### src/rtl/triangle_phase_decoder.sv
// triangle_phase_decoder
// Inverts a folded triangle waveform back into the upper 16 bits of the
// generating phase accumulator. Slope direction resolves which half of the
// fold a sample lies on. The block also measures the waveform period in
// samples and runs an acquire/lock state machine that gates out_valid.
module triangle_phase_decoder #(
    parameter int LOCK_COUNT = 4,
    parameter int DEAD_BAND  = 2,
    parameter int PERIOD_W   = 24
) (
    input  logic                clk,
    input  logic                rst,
    input  logic                in_valid,
    input  logic signed [15:0]  in_sample,
    output logic                out_valid,
    output logic [15:0]         phase_hi,
    output logic [15:0]         dphase,
    output logic [PERIOD_W-1:0] period,
    output logic                locked
);

    // The run counter only has to distinguish 0..LOCK_COUNT, so it saturates there.
    localparam int RUN_W = $clog2(LOCK_COUNT + 1);
    localparam logic [RUN_W-1:0]    RUN_LOCK = RUN_W'(LOCK_COUNT);
    localparam logic [RUN_W-1:0]    RUN_ONE  = RUN_W'(1);
    localparam logic [PERIOD_W-1:0] CNT_ONE  = PERIOD_W'(1);
    localparam logic signed [16:0]  DB_POS   = 17'(DEAD_BAND);
    localparam logic signed [16:0]  DB_NEG   = -DB_POS;
    localparam logic signed [16:0]  HALF     = 17'sd16384;

    typedef enum logic [1:0] {
        S_IDLE = 2'd0,
        S_ACQ  = 2'd1,
        S_LOCK = 2'd2
    } state_t;

    state_t                state_q, state_d;
    logic signed [15:0]    prev_sample_q, prev_sample_d;
    logic [15:0]           prev_phase_q, prev_phase_d;
    logic                  dir_q, dir_d;
    logic [RUN_W-1:0]      run_q, run_d;
    logic [PERIOD_W-1:0]   cnt_q, cnt_d;
    logic [PERIOD_W-1:0]   period_q, period_d;
    logic [15:0]           phase_hi_q, phase_hi_d;
    logic [15:0]           dphase_q, dphase_d;
    logic                  out_valid_q, out_valid_d;

    logic signed [16:0]    diff;
    logic signed [16:0]    sample_x;
    logic signed [16:0]    l_val;
    logic                  rising_dec;
    logic                  falling_dec;
    logic                  decided;
    logic                  new_dir;
    logic                  flip;
    logic                  turn;
    logic [15:0]           phase_next;
    logic [15:0]           dphase_next;
    logic [RUN_W-1:0]      run_inc;
    logic [RUN_W-1:0]      run_next;
    logic [PERIOD_W-1:0]   cnt_inc;

    // Fold distance from the trough limited to the 15-bit half-period range.
    function automatic logic [14:0] clamp_l(input logic signed [16:0] l);
        if (l < 17'sd0) begin
            return 15'd0;
        end else if (l > 17'sd32767) begin
            return 15'h7FFF;
        end else begin
            return l[14:0];
        end
    endfunction

    // Period counter sticks at all-ones rather than wrapping.
    function automatic logic [PERIOD_W-1:0] sat_inc_cnt(input logic [PERIOD_W-1:0] c);
        if (c == {PERIOD_W{1'b1}}) begin
            return c;
        end else begin
            return c + CNT_ONE;
        end
    endfunction

    // Slope decision and unfolding of the incoming sample.
    always_comb begin
        sample_x    = {in_sample[15], in_sample};
        diff        = sample_x - {prev_sample_q[15], prev_sample_q};
        rising_dec  = (diff > DB_POS);
        falling_dec = (diff < DB_NEG);
        decided     = rising_dec | falling_dec;
        new_dir     = decided ? falling_dec : dir_q;
        l_val       = new_dir ? (HALF - sample_x) : (sample_x + HALF);
        phase_next  = {new_dir, clamp_l(l_val)};
        dphase_next = phase_next - prev_phase_q;
        flip        = decided && (new_dir != dir_q);
        turn        = dir_q && !new_dir;
        run_inc     = (run_q >= RUN_LOCK) ? run_q : (run_q + RUN_ONE);
        cnt_inc     = sat_inc_cnt(cnt_q);
        if (flip) begin
            run_next = RUN_ONE;
        end else if (decided) begin
            run_next = run_inc;
        end else begin
            run_next = run_q;
        end
    end

    // Next-state logic for the FSM, tracking state and registered outputs.
    always_comb begin
        state_d       = state_q;
        prev_sample_d = prev_sample_q;
        prev_phase_d  = prev_phase_q;
        dir_d         = dir_q;
        run_d         = run_q;
        cnt_d         = cnt_q;
        period_d      = period_q;
        phase_hi_d    = phase_hi_q;
        dphase_d      = dphase_q;
        out_valid_d   = 1'b0;

        if (in_valid) begin
            cnt_d = cnt_inc;
            case (state_q)
                S_IDLE: begin
                    prev_sample_d = in_sample;
                    run_d         = '0;
                    state_d       = S_ACQ;
                end
                S_ACQ, S_LOCK: begin
                    prev_sample_d = in_sample;
                    prev_phase_d  = phase_next;
                    dir_d         = new_dir;
                    run_d         = run_next;
                    if (turn) begin
                        period_d = cnt_q;
                        cnt_d    = CNT_ONE;
                    end
                    if (state_q == S_ACQ) begin
                        if (run_next >= RUN_LOCK) begin
                            state_d = S_LOCK;
                        end
                    end else begin
                        out_valid_d = 1'b1;
                        phase_hi_d  = phase_next;
                        dphase_d    = dphase_next;
                        // Two turns closer than LOCK_COUNT samples means the tone is gone.
                        if (flip && (run_q < RUN_LOCK)) begin
                            state_d = S_ACQ;
                        end
                    end
                end
                default: begin
                    state_d = S_IDLE;
                end
            endcase
        end
    end

    // State and output registers, cleared asynchronously.
    always_ff @(posedge clk or posedge rst) begin
        if (rst) begin
            state_q       <= S_IDLE;
            prev_sample_q <= '0;
            prev_phase_q  <= '0;
            dir_q         <= 1'b0;
            run_q         <= '0;
            cnt_q         <= '0;
            period_q      <= '0;
            phase_hi_q    <= '0;
            dphase_q      <= '0;
            out_valid_q   <= 1'b0;
        end else begin
            state_q       <= state_d;
            prev_sample_q <= prev_sample_d;
            prev_phase_q  <= prev_phase_d;
            dir_q         <= dir_d;
            run_q         <= run_d;
            cnt_q         <= cnt_d;
            period_q      <= period_d;
            phase_hi_q    <= phase_hi_d;
            dphase_q      <= dphase_d;
            out_valid_q   <= out_valid_d;
        end
    end

    assign out_valid = out_valid_q;
    assign phase_hi  = phase_hi_q;
    assign dphase    = dphase_q;
    assign period    = period_q;
    assign locked    = (state_q == S_LOCK);

endmodule
### config.mk
export PLATFORM = sky130hd
export DESIGN_NAME = triangle_phase_decoder
export DESIGN_NICKNAME = d
export VERILOG_FILES = /design/src/rtl/triangle_phase_decoder.sv
export SDC_FILE = /design/constraint.sdc
export NUM_CORES = 1
export LEC_CHECK = 0
export ABC_AREA = 1
export BUFFER_PORTS_ARGS = -buffer_cell sky130_fd_sc_hd__buf_2
export CAP_MARGIN = 20
export CORE_ASPECT_RATIO = 0.6
export CORE_MARGIN = 2
export CORE_UTILIZATION = 45
export CTS_BUF_LIST = sky130_fd_sc_hd__clkbuf_4
export CTS_CLUSTER_DIAMETER = 40
export DETAILED_ROUTE_END_ITERATION = 16
export HOLD_SLACK_MARGIN = 0.05
export PLACE_DENSITY = 0.62
export SYNTH_ARGS = -nofsm -noshare
export SYNTH_HDL_FRONTEND = slang
export SYNTH_SLANG_ARGS = --single-unit
### constraint.sdc
create_clock -name clk -period 6 [get_ports clk]
set_input_delay 0.3 -clock clk [delete_from_list [all_inputs] [get_ports clk]]
set_output_delay 0.3 -clock clk [all_outputs]
set_load 0.05 [all_outputs]
==> run summary <==
Worst-margin pin slew = 0.811 ns
Synthesized cell area = 0.00784 sq mm
Final net count = 1,265
Mux cell area share after synthesis = 0
Gpl congestion = 0.878
Initial antenna violation count = 0
Die Y = 106 um
Most frequent cell on the critical path = nand2_1
Post-Synth Simple-Gate Area = 0.333
Max Cap Viol = 0
Total Routing Usage GR = 0.229
Setup TNS = 0 ns
Most frequent cells in the layout = 381 x nand2_1, 162 x inv_1, 118 x dfrtp_1
Top cells by area, synth = dfrtp_1 38%, nand2_1 18%, inv_1 7.8%
Clock skew = 0.0156 ns
Pin count of the biggest net entering global routing = 82
#FFs+latches synth = 118
Fraction of layout cells with a size suffix above 1 = 0.123
Yosys cell types = 43
Post-synth EDFFs = 0
# setup viols final = 0
WL/cell = 13.9 um
DP HPWL = 15.2 mm
Leak = 0.00488 uW
HP Class = input port to register
N_diodes = 0
Dominant synthesized flop cell = dfrtp_1
Synth Area in Compound Gates = 0.0999
Port-buffer cells = 76
CTS resizes = 0
Power Dens Cells = 564 mW/mm^2
Ports = 77
Cts bufs inserted = 17
Syn Nets = 1,179
Clock Latency Late Sink = 0.54 ns
Yosys warnings = 0
Cells after Synth = 1,114
Arr. time, crit path = 5.76 ns
Drt initial violations = 563
Final WL = 20.1 mm
DRC viols = 0
Min Tclk post-route = 5.35 ns
Final Util = 0.521
Synth Area in XOR/XNOR = 0.0156
Max incr delay on CP = 0.52 ns
GRT Residual Overflow = 0
Max Slew Vio Count = 0
Vias = 7,165
Die width = 174 um
RSZ-0062 raised after global routing = no
Worst path required time = 6.40 ns
Max_slew headroom = 0.458
Core area = 0.0171 sq mm
Post-Synth Adder-Cell Area = 0.0753
Clock Path Buffers = 2
Crit path launch type = input port
Starting Density = 0.459
Clock sink count = 118
Period Utilization, post-route = 0.892
Vias in the first global route = 6,481
Sequential share of the synthesized area = 0.377
# Post-CTS Setup Buffers = 0
H-Tree Level Count = 4
Die ar. = 0.0185 sq mm
Top-area cell type share of the netlist area = 0.377
Final Hold Vio Count = 0
Via density = 4.95
First-pass GRT wire length = 33.5 mm
Synth area leader = dfrtp_1
Status = completed
Main combinational cell family by area after synthesis = simple AND/OR/NAND/NOR gates
Asr flop ratio synth = 1.00
CTS clk-pin slew, worst paths = 0.11 ns
Max VDD drop = 0.235 mV
Crit Path Class = input port to register
P&R area growth vs syn = 13.6%
CP max stage cell = dlygate4sd3_1
Most common cell after layout, fill and taps aside = nand2_1
ANT nets after route = 0
Root buf cell = clkbuf_4
CP max FO = 29
Avg Inst Size Synth = 7.04 sq um
CTS tree = done
TritonRoute pass-1 iters = 5
Crit end category = register
Rows = 37
Highest clock rate = 0.187 GHz
-- cell type report --
| type | instances | area [sq um] |
|---|---|---|
| fillers | 1713 | 8180 |
| repair buffers | 95 | 578 |
| inverters | 167 | 629 |
| multi-input cells | 801 | 4110 |
| flip-flops and latches | 118 | 2950 |
| clock buffers | 19 | 143 |
| well taps | 234 | 293 |
| clock inverters | 13 | 203 |
-- report_power, final --
part,leakage (uW),internal (uW),switching [uW]
sequential,0.00151,1080,177
clock,0.000185,382,326
combinational,0.00319,911,2140
-- metrics by stage --
| step | instance area [sq um] | instances | total power (uW) | setup slack, ns | hold slack (ns) |
|---|---|---|---|---|---|
| after floorplan | 7840 | 1114 | 3640 | 1.57 | 0.404 |
| after global placement | 8410 | 1402 | 4260 | 0.766 | 0.370 |
| after detailed placement | 8410 | 1402 | 4290 | 0.597 | 0.371 |
| after CTS | 8860 | 1445 | 5020 | 0.714 | 0.0500 |
| after global routing | 8910 | 1447 | 5500 | 0.0974 | 0.0668 |
| final | 8910 | 1447 | 5020 | 0.648 | 0.0724 |
-- synth_stat cells, types with 2 or more instances --
cell	number
nor3_1	17
nor4_1	3
buf_4	4
nand2_1	381
clkbuf_1	16
and2_1	5
a31oi_2	10
xnor2_1	4
inv_1	163
dfrtp_1	118
ha_1	44
buf_6	3
nand2_4	4
nand4_1	11
nand3_1	95
o31ai_1	2
a31oi_1	6
o21ai_0	73
nor2_1	64
buf_2	3
fa_1	2
a21oi_1	36
o2111ai_1	2
or2_2	2
xor2_1	10
nand2_2	6
nand3b_1	7
inv_2	3
nor3b_1	4
nor3_2	3
-- routing by layer --
layer	global-route usage	part of all wire	wire length (um)
met1	0.374	0.56	11300
met2	0.302	0.37	7400
met3	0.0476	0.060	1210
met4	0.0462	0.011	230
met5	0	0	0
-- timing repair --
action,4_1_cts,5_1_grt
endpoints found under the hold margin,47,0
endpoints found under the setup margin,0,0
hold buffers,11,0
-- worst paths after layout --
kind	from	to	slack, ns	cells past startpoint
setup / recovery	in_sample[1]	dphase[15]$_DFFE_PP0P_	0.65	32
hold / removal	in_sample[11]	prev_sample_q[11]$_DFFE_PP0P_	0.07	3
setup reg to reg	prev_sample_q[0]$_DFFE_PP0P_	dphase[15]$_DFFE_PP0P_	0.65	30
hold reg to reg	cnt_q[2]$_DFFE_PP0P_	cnt_q[2]$_DFFE_PP0P_	0.46	1
max in group asynchronous	rst	state_q[0]$_DFFE_PP0P_	4.60	5
min in group asynchronous	rst	prev_sample_q[2]$_DFFE_PP0P_	0.32	3
-- cells by family (layout without fill, tap and decap cells) --
kind of cell	Yosys count	after routing
adder cells (fa/ha/maj)	46	46
AO/OA/AOI/OAI	135	135
flip-flops	118	118
buffers and inverters	195	294
XOR/XNOR	14	14
AND/OR/NAND/NOR	606	606
-- worst max-delay path, delay by kind of cell --
kind / cells / cell delay, ns
AO/OA/AOI/OAI: 5 / 0.87
XOR/XNOR: 1 / 0.14
adder cells (fa/ha/maj): 2 / 0.85
buffers and inverters: 6 / 1.23
AND/OR/NAND/NOR: 18 / 2.36
-- state kept, by name, indices dropped and copies added (netlist names) --
name           cells
period            24
prev_sample_q     16
phase_hi          16
run_q              3
state_q            2
cnt_q             24
prev_phase_q      16
out_valid          1
dphase            16
Power figures use the tool's default switching activity.
